### config.mk
export PLATFORM = sky130hd
export DESIGN_NAME = vending_machine_multi
export DESIGN_NICKNAME = d
export VERILOG_FILES = /design/src/rtl/vm_pkg.sv /design/src/rtl/vm_stock_counter.sv /design/src/rtl/vending_machine_multi.sv
export SDC_FILE = /design/constraint.sdc
export NUM_CORES = 1
export LEC_CHECK = 0
export BUFFER_PORTS_ARGS = -buffer_cell sky130_fd_sc_hd__buf_2
export CAP_MARGIN = 25
export CORE_MARGIN = 2
export CORE_UTILIZATION = 55
export CTS_CLUSTER_SIZE = 24
export DETAILED_ROUTE_END_ITERATION = 12
export GPL_TIMING_DRIVEN = 0
export PLACE_DENSITY = 0.78
export RECOVER_POWER = 100
export SKIP_CTS_REPAIR_TIMING = 1
export SLEW_MARGIN = 0
export SYNTH_ARGS = -nofsm -noshare
export SYNTH_HDL_FRONTEND = slang
export SYNTH_HIERARCHICAL = 1
export SYNTH_SLANG_ARGS = --single-unit
### constraint.sdc
create_clock -name clk -period 3.3 [get_ports clk]
set_input_delay 0.165 -clock clk [delete_from_list [all_inputs] [get_ports clk]]
set_output_delay 0.165 -clock clk [all_outputs]
set_load 0.005 [all_outputs]
### src/rtl/vm_pkg.sv
// Shared types and helpers for the multi-item vending controller:
// FSM state encoding, coin codes and per-item price extraction.
package vm_pkg;

  typedef enum logic [1:0] {
    IDLE    = 2'b00,
    COLLECT = 2'b01,
    VEND    = 2'b10,
    REFUND  = 2'b11
  } state_t;

  localparam logic [1:0] COIN_NONE = 2'b00;
  localparam logic [1:0] COIN_1    = 2'b01;
  localparam logic [1:0] COIN_2    = 2'b10;
  localparam logic [1:0] COIN_3    = 2'b11;

  localparam int unsigned PRICE_VEC_W = 256;

  // Returns item idx's price from a packed price vector (width bits per item).
  function automatic logic [31:0] price_slice(input logic [PRICE_VEC_W-1:0] prices,
                                              input int unsigned idx,
                                              input int unsigned width);
    logic [31:0] mask;
    mask = (width >= 32) ? '1 : ((32'd1 << width) - 32'd1);
    return 32'(prices >> (idx * width)) & mask;
  endfunction

endpackage

### src/rtl/vm_stock_counter.sv
// Per-item stock counter: decrement on sale, saturating increment on restock;
// a simultaneous sale and restock leaves the count unchanged.
module vm_stock_counter
  import vm_pkg::*;
#(
  parameter int unsigned STOCK_W    = 4,
  parameter int unsigned INIT_STOCK = 2
) (
  input  logic               clk,
  input  logic               rst,
  input  logic               inc,
  input  logic               dec,
  output logic [STOCK_W-1:0] count,
  output logic               empty
);

  always_ff @(posedge clk) begin
    if (!rst) begin
      count <= STOCK_W'(INIT_STOCK);
    end else if (inc && !dec) begin
      if (count != '1) count <= count + STOCK_W'(1);
    end else if (dec && !inc) begin
      if (count != '0) count <= count - STOCK_W'(1);
    end
  end

  assign empty = (count == '0);

endmodule

### src/rtl/vending_machine_multi.sv
// Multi-item vending controller: coin decode, credit register, purchase/refund
// FSM and one stock counter per item. Change is returned as unit pulses.
module vending_machine_multi
  import vm_pkg::*;
#(
  parameter int unsigned NUM_ITEMS   = 4,
  parameter int unsigned CREDIT_W    = 8,
  parameter logic [NUM_ITEMS*CREDIT_W-1:0] PRICES = {8'd100, 8'd75, 8'd50, 8'd25},
  parameter int unsigned COIN1_VAL   = 5,
  parameter int unsigned COIN2_VAL   = 10,
  parameter int unsigned COIN3_VAL   = 25,
  parameter int unsigned CHANGE_UNIT = 5,
  parameter int unsigned MAX_CREDIT  = 200,
  parameter int unsigned STOCK_W     = 4,
  parameter int unsigned INIT_STOCK  = 2
) (
  input  logic                         clk,
  input  logic                         rst,
  input  logic [1:0]                   money,
  input  logic                         sel_valid,
  input  logic [$clog2(NUM_ITEMS)-1:0] sel,
  input  logic                         cancel,
  input  logic                         restock,
  input  logic [$clog2(NUM_ITEMS)-1:0] restock_item,
  output logic                         dispense,
  output logic [$clog2(NUM_ITEMS)-1:0] dispense_item,
  output logic                         change,
  output logic [CREDIT_W-1:0]          credit,
  output logic                         sold_out,
  output logic                         coin_reject,
  output logic [1:0]                   current_state
);

  localparam int unsigned SEL_W = $clog2(NUM_ITEMS);
  localparam logic [CREDIT_W-1:0] UNIT = CREDIT_W'(CHANGE_UNIT);

  state_t               state, state_n;
  logic [CREDIT_W-1:0]  credit_n;
  logic [SEL_W-1:0]     item_n;
  logic                 reject_n, sold_out_n;
  logic                 cancel_acc, sel_acc;
  logic [CREDIT_W-1:0]  coin_val, price;
  logic                 coin_in, coin_fits;
  logic [NUM_ITEMS-1:0] sale, empty;

  always_comb begin
    coin_val = '0;
    case (money)
      COIN_1:  coin_val = CREDIT_W'(COIN1_VAL);
      COIN_2:  coin_val = CREDIT_W'(COIN2_VAL);
      COIN_3:  coin_val = CREDIT_W'(COIN3_VAL);
      default: coin_val = '0;
    endcase
  end

  assign coin_in   = (money != COIN_NONE);
  assign coin_fits = ({1'b0, credit} + {1'b0, coin_val}) <= (CREDIT_W+1)'(MAX_CREDIT);
  assign price     = CREDIT_W'(price_slice(PRICE_VEC_W'(PRICES), 32'(sel), CREDIT_W));

  // Selection is resolved before the coin so a coin sharing the cycle with an
  // accepted cancel/selection is refused, while an ignored selection lets it in.
  always_comb begin
    state_n    = state;
    credit_n   = credit;
    item_n     = '0;
    reject_n   = 1'b0;
    sold_out_n = 1'b0;
    cancel_acc = 1'b0;
    sel_acc    = 1'b0;
    sale       = '0;
    case (state)
      IDLE, COLLECT: begin
        cancel_acc = cancel && (state == COLLECT);
        if (cancel_acc) begin
          state_n = REFUND;
        end else if (sel_valid) begin
          if (empty[sel]) begin
            sold_out_n = 1'b1;
          end else if (credit >= price) begin
            sel_acc     = 1'b1;
            state_n     = VEND;
            credit_n    = credit - price;
            item_n      = sel;
            sale[sel]   = 1'b1;
          end
        end
        if (coin_in) begin
          if (cancel_acc || sel_acc || !coin_fits) begin
            reject_n = 1'b1;
          end else begin
            credit_n = credit + coin_val;
            state_n  = COLLECT;
          end
        end
      end
      VEND: begin
        reject_n = coin_in;
        state_n  = (credit != '0) ? REFUND : IDLE;
      end
      REFUND: begin
        reject_n = coin_in;
        if (credit <= UNIT) begin
          credit_n = '0;
          state_n  = IDLE;
        end else begin
          credit_n = credit - UNIT;
        end
      end
      default: state_n = IDLE;
    endcase
  end

  always_ff @(posedge clk) begin
    if (!rst) begin
      state         <= IDLE;
      credit        <= '0;
      dispense_item <= '0;
      coin_reject   <= 1'b0;
      sold_out      <= 1'b0;
    end else begin
      state         <= state_n;
      credit        <= credit_n;
      dispense_item <= item_n;
      coin_reject   <= reject_n;
      sold_out      <= sold_out_n;
    end
  end

  assign dispense      = (state == VEND);
  assign change        = (state == REFUND);
  assign current_state = state;

  for (genvar i = 0; i < NUM_ITEMS; i++) begin : g_item
    vm_stock_counter #(
      .STOCK_W    (STOCK_W),
      .INIT_STOCK (INIT_STOCK)
    ) u_stock (
      .clk   (clk),
      .rst   (rst),
      .inc   (restock && (restock_item == SEL_W'(i))),
      .dec   (sale[i]),
      .count (),
      .empty (empty[i])
    );
  end

endmodule

==> impl_metrics.tcl, run 1 <==
set metrics [dict create \
    synth_area_per_cell_um2 8.62 \
    crit_end "g_item[1].u_stock/count[3]" \
    ant_nets 0 \
    startpoint_type "flop" \
    syn-num-nets 401 \
    antenna_cells 0 \
    finalPower_w 0.00228 \
    relSlewSlack_pct 52.3 \
    final_util_pct 63.6 \
    cp_num_buf_inv 4 \
    wl_per_cell_um 16.7 \
    synth-seq-cells 30 \
    synthCells 353 \
    wl_met2_mm 3.63 \
    path_depth 16 \
    clk_pin_slew_ns 0.06 \
    synth-edff-count 0 \
    fillers 473 \
    grt_use_total_pct 25.4 \
    critPathSlowestCell "dfxtp_2" \
    cts-buffers-inserted 5 \
    dr.pass1.iters 5 \
    gr-total-overflow 0 \
    holdCritPathClass "in2reg" \
    slew_viol_final 0 \
    irDropWorstVdd_v 0.000417 \
    worstMarginPinSlew_ns 0.707 \
    ff2ff_setup_slack_ns 0.12 \
    hold_violations 0 \
    met3WireLength_um 545 \
    ios 27 \
    coreArea_um2 5440 \
    crit_family "adder cells" \
    start_util_pct 55.9 \
    drive_above_1_share_pct 23.9 \
    multi_input_comb_area_um2 2410 \
    synth_flop_cell "dfxtp_1" \
    min_period_ns 3.18 \
    std_cell_rows 27 \
    grt_pass1_wl_mm 12.8 \
    top_layer_used "met4" \
    setup_violations 0 \
    drt_iter0_markers 182 \
    cts.path.max_buffers 2 \
    grt_max_degree 22 \
    p_leak_nw 1.48 \
    crit_arrival_ns 3.34 \
    vias_per_cell 6.21 \
    synth.distinct_cells 67 \
    cap_violations 0 \
    syn2layout_area_growth_pct 13.7 \
    syn_area_um2 3040 \
    timing.rr.start "credit[0]" \
    numPortBuffers 26 \
    clkSinkCount 30 \
    max_stage_delay_ns 0.35 \
    reg2reg_to "g_item[1].u_stock/count[3]" \
    fin_nets 437 \
    fmax_mhz 315 \
    clock_latency_ns 0.28 \
    ys_warn_count 6 \
    fin_skew_ns 0.00531 \
    path_cells "inv_4, ha_1, inv_1, fa_2, a21o_1, a22o_1, o21a_4, and3_1, inv_1, ha_1, inv_2, ha_4, nand3_1, and3_4, o21ba_4, mux2i_1" \
    die_w_um 78.4 \
    seq_area_um2 603 \
    via_count 2861 \
    critPathKind "reg2reg" \
    synthArstFlopShare_pct 0 \
    startpoint "credit[0]" \
    globalplace.congestion 0.983 \
    r2r_cells 16 \
    dieArea_um2 6140 \
    outcome "finished clean" \
    antenna_found_initial 0 \
    cts_max_level 2 \
    dp.final_hpwl_mm 5.66 \
    cts-root-buf "clkbuf_8" \
    wl_met1_mm 3.46 \
    finalCritPeriodShare_pct 96.3 \
    cts_tree "built" \
    cp-end-kind "flop" \
    cp_data_required_time_ns 3.47 \
    critPathMaxFanout 8 \
    fp.dieH_um 78.4 \
    routed_wl_mm 7.70 \
    route.detailed.drc 0 \
    p_per_area_nw_per_um2 660 \
    grt_pass1_vias 2699 \
    seq_area_frac_synth_pct 19.7 \
]
metrics by stage:
| step | hold slack [ns] | setup TNS, ns | instances | cell area (µm²) | worst slack (ns) |
|---|---|---|---|---|---|
| 2_1_floorplan | 0.227 | 0 | 353 | 3040 | 0.184 |
| 3_3_place_gp | 0.487 | -1.41 | 451 | 3260 | -0.265 |
| 3_5_place_dp | 0.487 | -2.53 | 451 | 3260 | -0.373 |
| 4_1_cts | 0.193 | -0.751 | 458 | 3340 | -0.198 |
| 5_1_grt | 0.220 | -0.0503 | 461 | 3460 | -0.0317 |
| 6_report | 0.201 | 0 | 461 | 3460 | 0.124 |
worst register-to-register path: stages (launching register included):
cell,delay [ns]
dfxtp_2,0.35
inv_4,0.08
ha_1,0.14
inv_1,0.06
fa_2,0.34
a21o_1,0.19
a22o_1,0.21
o21a_4,0.26
and3_1,0.17
inv_1,0.06
ha_1,0.18
inv_2,0.10
ha_4,0.30
nand3_1,0.12
and3_4,0.21
o21ba_4,0.19
mux2i_1,0.11
kinds of logic after synthesis:
family | Yosys count | synth area share, %
xor+xnor | 15 | 4.32
compound gates | 91 | 22.4
mux | 20 | 7.03
simple gates | 127 | 25.7
fa+ha+maj | 37 | 16.7
buf+inv | 33 | 4.15
flops | 30 | 19.7
flip-flops by register name (all words and copies together), names as in the netlist:
register,count
g_item.u_stock/count,16
credit,8
current_state,2
dispense_item,2
coin_reject,1
sold_out,1
worst min path at each step:
| stage | startpoint | end | cells past startpoint |
|---|---|---|---|
| floorplan | rst | g_item[0].u_stock/count[1] | 1 |
| global placement | sel_valid | sold_out | 3 |
| detailed placement | sel_valid | sold_out | 3 |
| CTS | sel_valid | sold_out | 3 |
| global route | sel_valid | sold_out | 3 |
| finish | sel_valid | sold_out | 3 |
cells in the mapped netlist, types with 8 or more instances:
library cell / n / area (µm²)
a21oi_1: 25 / 125
and3_1: 10 / 62.6
dfxtp_1: 30 / 601
ha_1: 31 / 388
inv_1: 24 / 90.1
mux2i_1: 18 / 180
nand2_1: 22 / 82.6
nand3_1: 9 / 45.0
nor2_1: 17 / 63.8
nor2b_1: 9 / 56.3
o21ai_0: 10 / 50.1
xnor2_1: 8 / 70.1
metal layers:
metal | track usage [%] | vias to the layer above
met5 | 0 | -
met4 | 5.09 | 0
met3 | 3.79 | 12
met2 | 40.3 | 106
met1 | 36.6 | 1363
li1 | - | 1380
area by class of cell:
cell class	count	area share, %
clock buffer	5	1.99
tap	72	2.60
clock inverter	2	0.289
multi-input combinational	290	69.6
sequential	30	17.4
inverter	25	2.78
buffer	8	0.940
timing repair buffer	29	4.38
cells in the final DEF (no fill, tap or decap), drive strengths merged, types with 6 or more instances in the layout:
cell,Yosys,final
xnor2,8,8
nor3,7,7
nor2,17,17
nor2b,9,9
nand2,22,22
ha,31,31
fa,6,6
buf,1,29
dfxtp,30,30
xor2,7,7
a21o,6,6
a21oi,26,26
clkbuf,7,13
and2,10,10
a31oi,6,6
and3,15,15
o21ai,10,10
nand3,9,9
nor4,9,9
inv,24,24
mux2i,18,18
power breakdown:
| group | switching, W | internal (W) |
|---|---|---|
| sequential | 0.000154 | 0.000444 |
| combinational | 0.000790 | 0.000622 |
| clock | 0.000134 | 0.000141 |
Power figures use the tool's default switching activity.
==> run 2: changes to the inputs <==
CORE_UTILIZATION = 56   (was 55)
PLACE_DENSITY = 0.77   (was 0.78)
SETUP_SLACK_MARGIN = 0.4   (was not set)
clock period = 3.2 ns   (was 3.3 ns; I/O delays follow)
==> impl_metrics.tcl, run 2 (synthesis gave the netlist of run 1 again) <==
set metrics [dict create \
    holdCritPathClass "in2reg" \
    worstMarginPinSlew_ns 0.731 \
    ios 27 \
    ant_nets 0 \
    fp.dieH_um 77.7 \
    largestRegisters "g_item.u_stock/count (16), credit (8)" \
    relSlewSlack_pct 51.3 \
    p_per_area_nw_per_um2 680 \
    std_cell_rows 26 \
    numPortBuffers 26 \
    cp_data_required_time_ns 3.38 \
    final_cell_mix "nand2_1 (22), buf_2 (20), mux2i_1 (18), ha_4 (18)" \
    min_period_ns 3.06 \
    cts.path.max_buffers 2 \
    finalCritPeriodShare_pct 95.6 \
    dp.final_hpwl_mm 5.83 \
    clkSinkCount 30 \
    coreArea_um2 5170 \
    final_common_cell "nand2_1" \
    via_count 2893 \
    clk_pin_slew_ns 0.08 \
    hold_violations 0 \
    hold_ws_ns 0.191 \
    p_leak_nw 1.60 \
    grt_pass1_wl_mm 12.4 \
    slew_viol_final 0 \
    grt_use_total_pct 25.5 \
    syn2layout_area_growth_pct 33.4 \
    start_util_pct 58.8 \
    top_register "g_item.u_stock/count" \
    post-place-ws_ns -0.211 \
    fin_skew_ns 0.0121 \
    cts_tree "built" \
    cap_violations 0 \
    antenna_found_initial 0 \
    timing.rr.start "credit[0]" \
    startpoint "credit[0]" \
    dieArea_um2 6040 \
    setup_slack_ns 0.141 \
    fillers 358 \
    die_w_um 77.7 \
    fin_nets 451 \
    globalplace.congestion 0.985 \
    dr.pass1.iters 5 \
    clock_latency_ns 0.30 \
    irDropWorstVdd_v 0.000473 \
    critPathKind "reg2reg" \
    routed_wl_mm 7.97 \
    crit_arrival_ns 3.24 \
    cts_max_level 2 \
    grt_max_degree 22 \
    cp-end-kind "flop" \
    hold_start "sel_valid" \
    setup_violations 0 \
    finalPower_w 0.00276 \
    drive_above_1_share_pct 40.1 \
    fmax_mhz 327 \
    outcome "finished clean" \
    cts-root-buf "clkbuf_8" \
    route.detailed.drc 0 \
    largest_register_ffs 16 \
    startpoint_type "flop" \
    critPathMaxFanout 3 \
    gr-total-overflow 0 \
    cts-buffers-inserted 5 \
    drt_iter0_markers 198 \
    antenna_cells 0 \
    rsz0062_at_grt "yes" \
    grt_pass1_vias 2561 \
    vias_per_cell 6.10 \
    wl_per_cell_um 16.8 \
]
==> run 2: changes by cell type in the layout (fill, tap and decap cells not counted), sizes merged <==
| cell | delta |
|---|---|
| buf | +10 |
| clkbuf | +5 |
| clkinv | -2 |
| bufinv | +1 |
| clkinvlp | +1 |
==> run 2: through the flow <==
step	utilization (%)	setup TNS (ns)	instances	cell area, µm²
after global placement	67.3	-1.04	449	3480
final	78.5	0	474	4060
after global routing	78.5	0	474	4060
after CTS	69.5	-0.0186	457	3590
after floorplan	-	0	353	3270
after detailed placement	67.3	-1.85	449	3480
==> run 2: layout make-up <==
| type | instances | area (µm²) | share of cell area [%] |
|---|---|---|---|
| Multi-Input combinational cell | 290 | 2810 | 69.1 |
| Sequential cell | 30 | 627 | 15.4 |
| Timing Repair Buffer | 43 | 258 | 6.35 |
| Inverter | 25 | 133 | 3.27 |
| Tap cell | 70 | 87.6 | 2.16 |
| Clock buffer | 6 | 72.6 | 1.79 |
| Buffer | 8 | 38.8 | 0.955 |
| Clock inverter | 2 | 37.5 | 0.925 |
==> run 2: final timing paths <==
kind	endpoint	slack, ns	cells past startpoint
worst max-delay path	credit[6]	0.14	12
worst min-delay path	dispense_item[0]	0.19	3
worst max register to register	credit[6]	0.14	12
worst min register to register	g_item[1].u_stock/count[3]	0.51	2
==> run 2: per-layer routing <==
| layer | up-vias | global-route usage (%) | wire [µm] |
|---|---|---|---|
| met4 | 0 | 5.71 | 102 |
| met1 | 1367 | 36.3 | 3600 |
| li1 | 1424 | - | - |
| met2 | 90 | 40.3 | 3760 |
| met5 | - | 0 | 0 |
| met3 | 12 | 4.30 | 503 |
==> run 2: worst max-delay path: stages, from the launching register on <==
cell and delay (ns):
dfxtp_1 0.44, buf_4 0.16, ha_4 0.12, inv_1 0.04, fa_2 0.40, xnor2_2 0.20, nor3b_2 0.07, or3_4 0.38
a211o_1 0.32, a21oi_4 0.19, nor3_2 0.07, a311o_1 0.34, a32o_1 0.21
==> run 2: power by group <==
| group | leakage [nW] | switching [W] | total [W] | internal, W |
|---|---|---|---|---|
| Sequential | 0.249 | 0.000162 | 0.000624 | 0.000463 |
| Combinational | 1.30 | 0.000922 | 0.00175 | 0.000823 |
| Clock | 0.0514 | 0.000159 | 0.000391 | 0.000232 |
| Total | 1.60 | 0.00124 | 0.00276 | 0.00152 |
